## src/rtl/alu_pkg.sv

```systemverilog
// ALU op encodings and default widths shared by the ALU arbiter and its users.
package alu_pkg;
   localparam int ALU_W   = 32;
   localparam int ALU_OPW = 4;

   localparam logic [3:0] ADD  = 4'd0;
   localparam logic [3:0] SUB  = 4'd1;
   localparam logic [3:0] XOR  = 4'd2;
   localparam logic [3:0] OR   = 4'd3;
   localparam logic [3:0] AND  = 4'd4;
   localparam logic [3:0] SLL  = 4'd5;
   localparam logic [3:0] SRL  = 4'd6;
   localparam logic [3:0] SRA  = 4'd7;
   localparam logic [3:0] SLT  = 4'd8;
   localparam logic [3:0] SLTU = 4'd9;
endpackage

```

## src/rtl/alu_rsp_slot.sv

```systemverilog
// One-entry response buffer: captures ALU result/zero on load, clears its valid on drain.
module alu_rsp_slot #(
   parameter int W = 32
) (
   input  logic         clk,
   input  logic         rst_n,
   input  logic         load,
   input  logic         rready,
   input  logic [W-1:0] c_in,
   input  logic         z_in,
   output logic         rvalid,
   output logic [W-1:0] c,
   output logic         z
);
   // Load wins over drain so a same-cycle consume and refill leaves no bubble.
   always_ff @(posedge clk or negedge rst_n) begin
      if (!rst_n) begin
         rvalid <= 1'b0;
         c      <= '0;
         z      <= 1'b0;
      end else if (load) begin
         rvalid <= 1'b1;
         c      <= c_in;
         z      <= z_in;
      end else if (rvalid && rready) begin
         rvalid <= 1'b0;
      end
   end
endmodule

```

## src/rtl/alu_share_arbiter.sv

```systemverilog
// Round-robin sharing of one combinational ALU between two requesters with per-requester result slots.
// Optional perf counters are enabled with the ALU_ARB_PERF_EN macro.
module alu_share_arbiter
   import alu_pkg::*;
#(
   parameter int W   = ALU_W,
   parameter int OPW = ALU_OPW
`ifdef ALU_ARB_PERF_EN
   , parameter int CNTW = 16
`endif
) (
   input  logic           clk,
   input  logic           rst_n,
   input  logic           r0_valid,
   output logic           r0_ready,
   input  logic [W-1:0]   r0_a,
   input  logic [W-1:0]   r0_b,
   input  logic [OPW-1:0] r0_op,
   output logic           r0_rvalid,
   input  logic           r0_rready,
   output logic [W-1:0]   r0_c,
   output logic           r0_z,
   input  logic           r1_valid,
   output logic           r1_ready,
   input  logic [W-1:0]   r1_a,
   input  logic [W-1:0]   r1_b,
   input  logic [OPW-1:0] r1_op,
   output logic           r1_rvalid,
   input  logic           r1_rready,
   output logic [W-1:0]   r1_c,
   output logic           r1_z,
   output logic [W-1:0]   alu_a,
   output logic [W-1:0]   alu_b,
   output logic [OPW-1:0] alu_op,
   input  logic [W-1:0]   alu_c,
   input  logic           alu_z
`ifdef ALU_ARB_PERF_EN
   , output logic [CNTW-1:0] perf_gnt0
   , output logic [CNTW-1:0] perf_gnt1
   , output logic [CNTW-1:0] perf_conf
`endif
);
   logic ptr;
   logic elig0, elig1;
   logic gnt0, gnt1;

   // A requester may be granted while its slot is draining this same cycle; nothing is granted in reset.
   always_comb begin
      elig0 = rst_n && r0_valid && (!r0_rvalid || r0_rready);
      elig1 = rst_n && r1_valid && (!r1_rvalid || r1_rready);
      gnt0  = elig0 && (!elig1 || !ptr);
      gnt1  = elig1 && (!elig0 ||  ptr);
   end

   assign r0_ready = gnt0;
   assign r1_ready = gnt1;

   always_comb begin
      alu_a  = '0;
      alu_b  = '0;
      alu_op = OPW'(ADD);
      if (gnt0) begin
         alu_a  = r0_a;
         alu_b  = r0_b;
         alu_op = r0_op;
      end else if (gnt1) begin
         alu_a  = r1_a;
         alu_b  = r1_b;
         alu_op = r1_op;
      end
   end

   // Priority moves to the requester that was not just served.
   always_ff @(posedge clk or negedge rst_n) begin
      if (!rst_n) begin
         ptr <= 1'b0;
      end else if (gnt0) begin
         ptr <= 1'b1;
      end else if (gnt1) begin
         ptr <= 1'b0;
      end
   end

   alu_rsp_slot #(.W(W)) u_slot0 (
      .clk    (clk),
      .rst_n  (rst_n),
      .load   (gnt0),
      .rready (r0_rready),
      .c_in   (alu_c),
      .z_in   (alu_z),
      .rvalid (r0_rvalid),
      .c      (r0_c),
      .z      (r0_z)
   );

   alu_rsp_slot #(.W(W)) u_slot1 (
      .clk    (clk),
      .rst_n  (rst_n),
      .load   (gnt1),
      .rready (r1_rready),
      .c_in   (alu_c),
      .z_in   (alu_z),
      .rvalid (r1_rvalid),
      .c      (r1_c),
      .z      (r1_z)
   );

`ifdef ALU_ARB_PERF_EN
   function automatic logic [CNTW-1:0] sat_inc(input logic [CNTW-1:0] v);
      return (&v) ? v : v + CNTW'(1);
   endfunction

   // Contention counts cycles where both wanted the ALU but exactly one got it, slot-blocked included.
   always_ff @(posedge clk or negedge rst_n) begin
      if (!rst_n) begin
         perf_gnt0 <= '0;
         perf_gnt1 <= '0;
         perf_conf <= '0;
      end else begin
         if (gnt0) perf_gnt0 <= sat_inc(perf_gnt0);
         if (gnt1) perf_gnt1 <= sat_inc(perf_gnt1);
         if (r0_valid && r1_valid && (gnt0 != gnt1)) perf_conf <= sat_inc(perf_conf);
      end
   end
`endif
endmodule

```

## config.mk

```make
export PLATFORM = sky130hd
export DESIGN_NAME = alu_share_arbiter
export DESIGN_NICKNAME = d
export VERILOG_FILES = /design/src/rtl/alu_pkg.sv /design/src/rtl/alu_rsp_slot.sv /design/src/rtl/alu_share_arbiter.sv
export SDC_FILE = /design/constraint.sdc
export NUM_CORES = 1
export LEC_CHECK = 0
export CAP_MARGIN = 20
export CORE_AREA = 2 2 120 122
export DETAILED_ROUTE_END_ITERATION = 6
export DIE_AREA = 0 0 122 124
export PLACE_DENSITY_LB_ADDON = 0.3
export SYNTH_ARGS = -nofsm -noshare
export SYNTH_HDL_FRONTEND = slang
export SYNTH_SLANG_ARGS = --single-unit
```

## constraint.sdc

```tcl
create_clock -name clk -period 1.85 [get_ports clk]
set_input_delay 0.4625 -clock clk [delete_from_list [all_inputs] [get_ports clk]]
set_output_delay 0.4625 -clock clk [all_outputs]
set_load 0.02 [all_outputs]
```

==> out/results.tsv, run 1 <==
metric	value	unit
outcome	complete, but fails checks	
violations	setup timing	
ys_ff_latch	69	
coreArea	0.01372	mm^2
path_class	flop to output pin	
yosys.area.top_type	dfrtp_1	
fin_tns_setup	-26660	ps
rr_endpoint	u_slot1.c[24]$_DFFE_PN0N_	
crit_path_frequent_cell	buf_6	
clockBufferDepth	2	
worstPathCellList	nor2b_4 > a211o_4 > buf_6 > buf_16 > o22ai_4 > buf_6	
synth_fp_nets	567	
startpoint_type	flop	
tightestPinTransition	572.9	ps
cts_root_buf	clkbuf_16	
drv_slew	0	
synth_cell_types	21	
min_period	2343	ps
numClockSinks	69	
drtIter0Drc	176	
final_common_cell	clkdlybuf4s50_1	
netlist.area_leader.share	46.46	%
final_cell_area	0.009293	mm^2
cts_tree	done	
cp-end-kind	output pin	
area_growth	150.1	%
rsz0062_at_grt	true	
ios	313	
row_count	43	
die_y	124	um
grt_pass1_vias	4979	
clk_pin_slew_worst_paths	50	ps
arrival	1880	ps
maxSlewHeadroom	61.81	%
drcViolationCount	0	
antenna_found_initial	1	
powerDensity	895.8	mW/mm^2
syn_inst	392	
cts_buffers	9	
post-route-period-util	126.7	%
ys_seq_area_share	46.46	%
syn_area_per_cell	9.480	um^2
critical_path.max_fanout	7	
rrSetupSlack	-70	ps
power	0.008324	W
grt_usage	23.27	%
hold_viol	0	
cpMaxStageDelayCell	a211o_4	
drtAntennaViolNets	0	
ys_warn_count	0	
reg2reg_depth	7	
cpPeakStageDelay	430	ps
fmax	426.8	MHz
firstDrtPassIters	6	
crit_buf_inv	3	
routed_wl	19400	um
syn_area	0.003716	mm^2
die_w	122	um
ir_worst_vdd	0.0007646	V
grt_overflow_total	0	
p_leak	3.716	nW
clock_insertion_delay_worst_skew	330	ps
whs	145.6	ps
port_buffers	312	
grt_start_max_net_pins	47	
fin_nets	919	
wl_per_cell	20.89	um
reg2reg_from	u_slot1.rvalid$_DFFE_PN0P_	
worstPathRequired	1390	ps
routed-via-count	4604	
maxCapViolations	0	
synth.area.top_cells	dfrtp_1, mux2_2, nand2_1, o22ai_1, clkbuf_1	
setup_slack	-493.2	ps
drt-vias-per-instance	4.956	
gp_congestion	0.8064	
place_area	0.007995	mm^2
cpLargestDelayFamily	compound AO/OA/AOI/OAI gates	
dieArea	0.01513	mm^2
start_util	27.09	%
min_path_type	input port to async pin	
fin_skew	3.638	ps
drive_gt1_share	38.77	%
grt_pass1_wl	26940	um
finalSetupViolCount	86	
dp_hpwl	12770	um
htree_levels	3	
mostFrequentLayoutCells	clkdlybuf4s50_1, nand2_1, buf_6	
==> kinds of logic (layout without fill, tap and decap cells) <==
kind of cell / after synthesis / in the layout / share of synthesized area [%]
AND/OR/NAND/NOR: 146 / 146 / 15.62
AO/OA/AOI/OAI: 74 / 74 / 12.96
flip-flops: 69 / 69 / 46.46
multiplexers: 66 / 66 / 20.00
buffers and inverters: 37 / 393 / 4.949
other: 0 / 1 / 0
==> power by group <==
part           internal, W  switching, W
registers          0.00193      0.000243
logic              0.00245       0.00200
clock network      0.00108      0.000621
==> state kept, by name (all words and copies together) (netlist names) <==
name	cells
ptr	1
u_slot1.rvalid	1
u_slot0.c	32
u_slot1.z	1
u_slot0.z	1
u_slot1.c	32
u_slot0.rvalid	1
==> metrics by stage <==
stage	util (%)	cells	setup WS, ps
after floorplan	-	392	-74.48
after global placement	58.28	881	-1063
after detailed placement	58.28	881	-1096
after CTS	65.26	921	-505.6
after global routing	67.73	929	-538.7
final	67.73	929	-493.2
==> Yosys cell counts <==
master / n
clkbuf_1: 20
o211a_1: 1
a211o_1: 1
and2_1: 1
mux2_1: 4
or2_2: 2
nor2b_1: 2
buf_2: 9
buf_4: 3
o22ai_1: 68
dfrtp_1: 69
nand2_1: 139
inv_1: 1
a211oi_4: 1
nand2b_4: 1
nor2b_4: 1
o211ai_1: 1
buf_1: 1
o21ai_0: 2
mux2_2: 62
buf_6: 3
==> layout make-up <==
type                            instances  area (um^2)
Antenna cell                            1        2.502
Clock buffer                           12        246.5
Clock inverter                          3        46.29
Fill cell                             990         4427
Inverter                                1        3.754
Multi-Input combinational cell        286         2869
Sequential cell                        69         1728
Tap cell                              180        225.2
Timing Repair Buffer                  377         4172
==> per-layer routing <==
metal / wire [um] / vias to the layer above / global-route usage, %
met3: 1789 / 53 / 8.013
met1: 6891 / 2238 / 24.78
li1: - / 2078 / -
met2: 9927 / 235 / 41.59
met4: 794 / 0 / 10.56
met5: 0 / - / 0
==> worst register-to-register path, stage by stage, from the launching register on <==
cell       delay (ps)
dfrtp_1           380
nor2b_4           140
buf_4             130
buf_6             120
a211oi_4          300
buf_4             190
clkbuf_16         210
mux2_1            340
==> worst max path at each step <==
| stage | cells past startpoint | startpoint | slack [ps] | endpoint |
|---|---|---|---|---|
| floorplan | 4 | r0_rready | -70 | alu_a[31] |
| global placement | 6 | r0_rready | -1060 | alu_b[6] |
| detailed placement | 7 | r1_valid | -1100 | alu_b[3] |
| CTS | 6 | u_slot1.rvalid$_DFFE_PN0P_ | -510 | alu_b[20] |
| global route | 6 | u_slot1.rvalid$_DFFE_PN0P_ | -540 | alu_a[10] |
| finish | 6 | ptr$_DFFE_PN0P_ | -490 | alu_a[10] |
==> what timing repair did <==
action	4_1_cts	5_1_grt
gates resized for setup	475	64
setup endpoints to repair	139	119
buffers inserted	18	8
hold endpoints to repair	1	0
hold buffers	1	0
pin swaps	18	47
gates cloned	8	2
Note: power is estimated with default switching activity, not from simulation.
==> run 2: changes to the inputs <==
--- a/config.mk
+++ b/config.mk
@@ -5,7 +5,6 @@
 export SDC_FILE = /design/constraint.sdc
 export NUM_CORES = 1
 export LEC_CHECK = 0
-export CAP_MARGIN = 20
 export CORE_AREA = 2 2 120 122
 export DETAILED_ROUTE_END_ITERATION = 6
 export DIE_AREA = 0 0 122 124
==> results of run 2 <==
No change in the layout: final DEF, timing and power equal those of run 1.
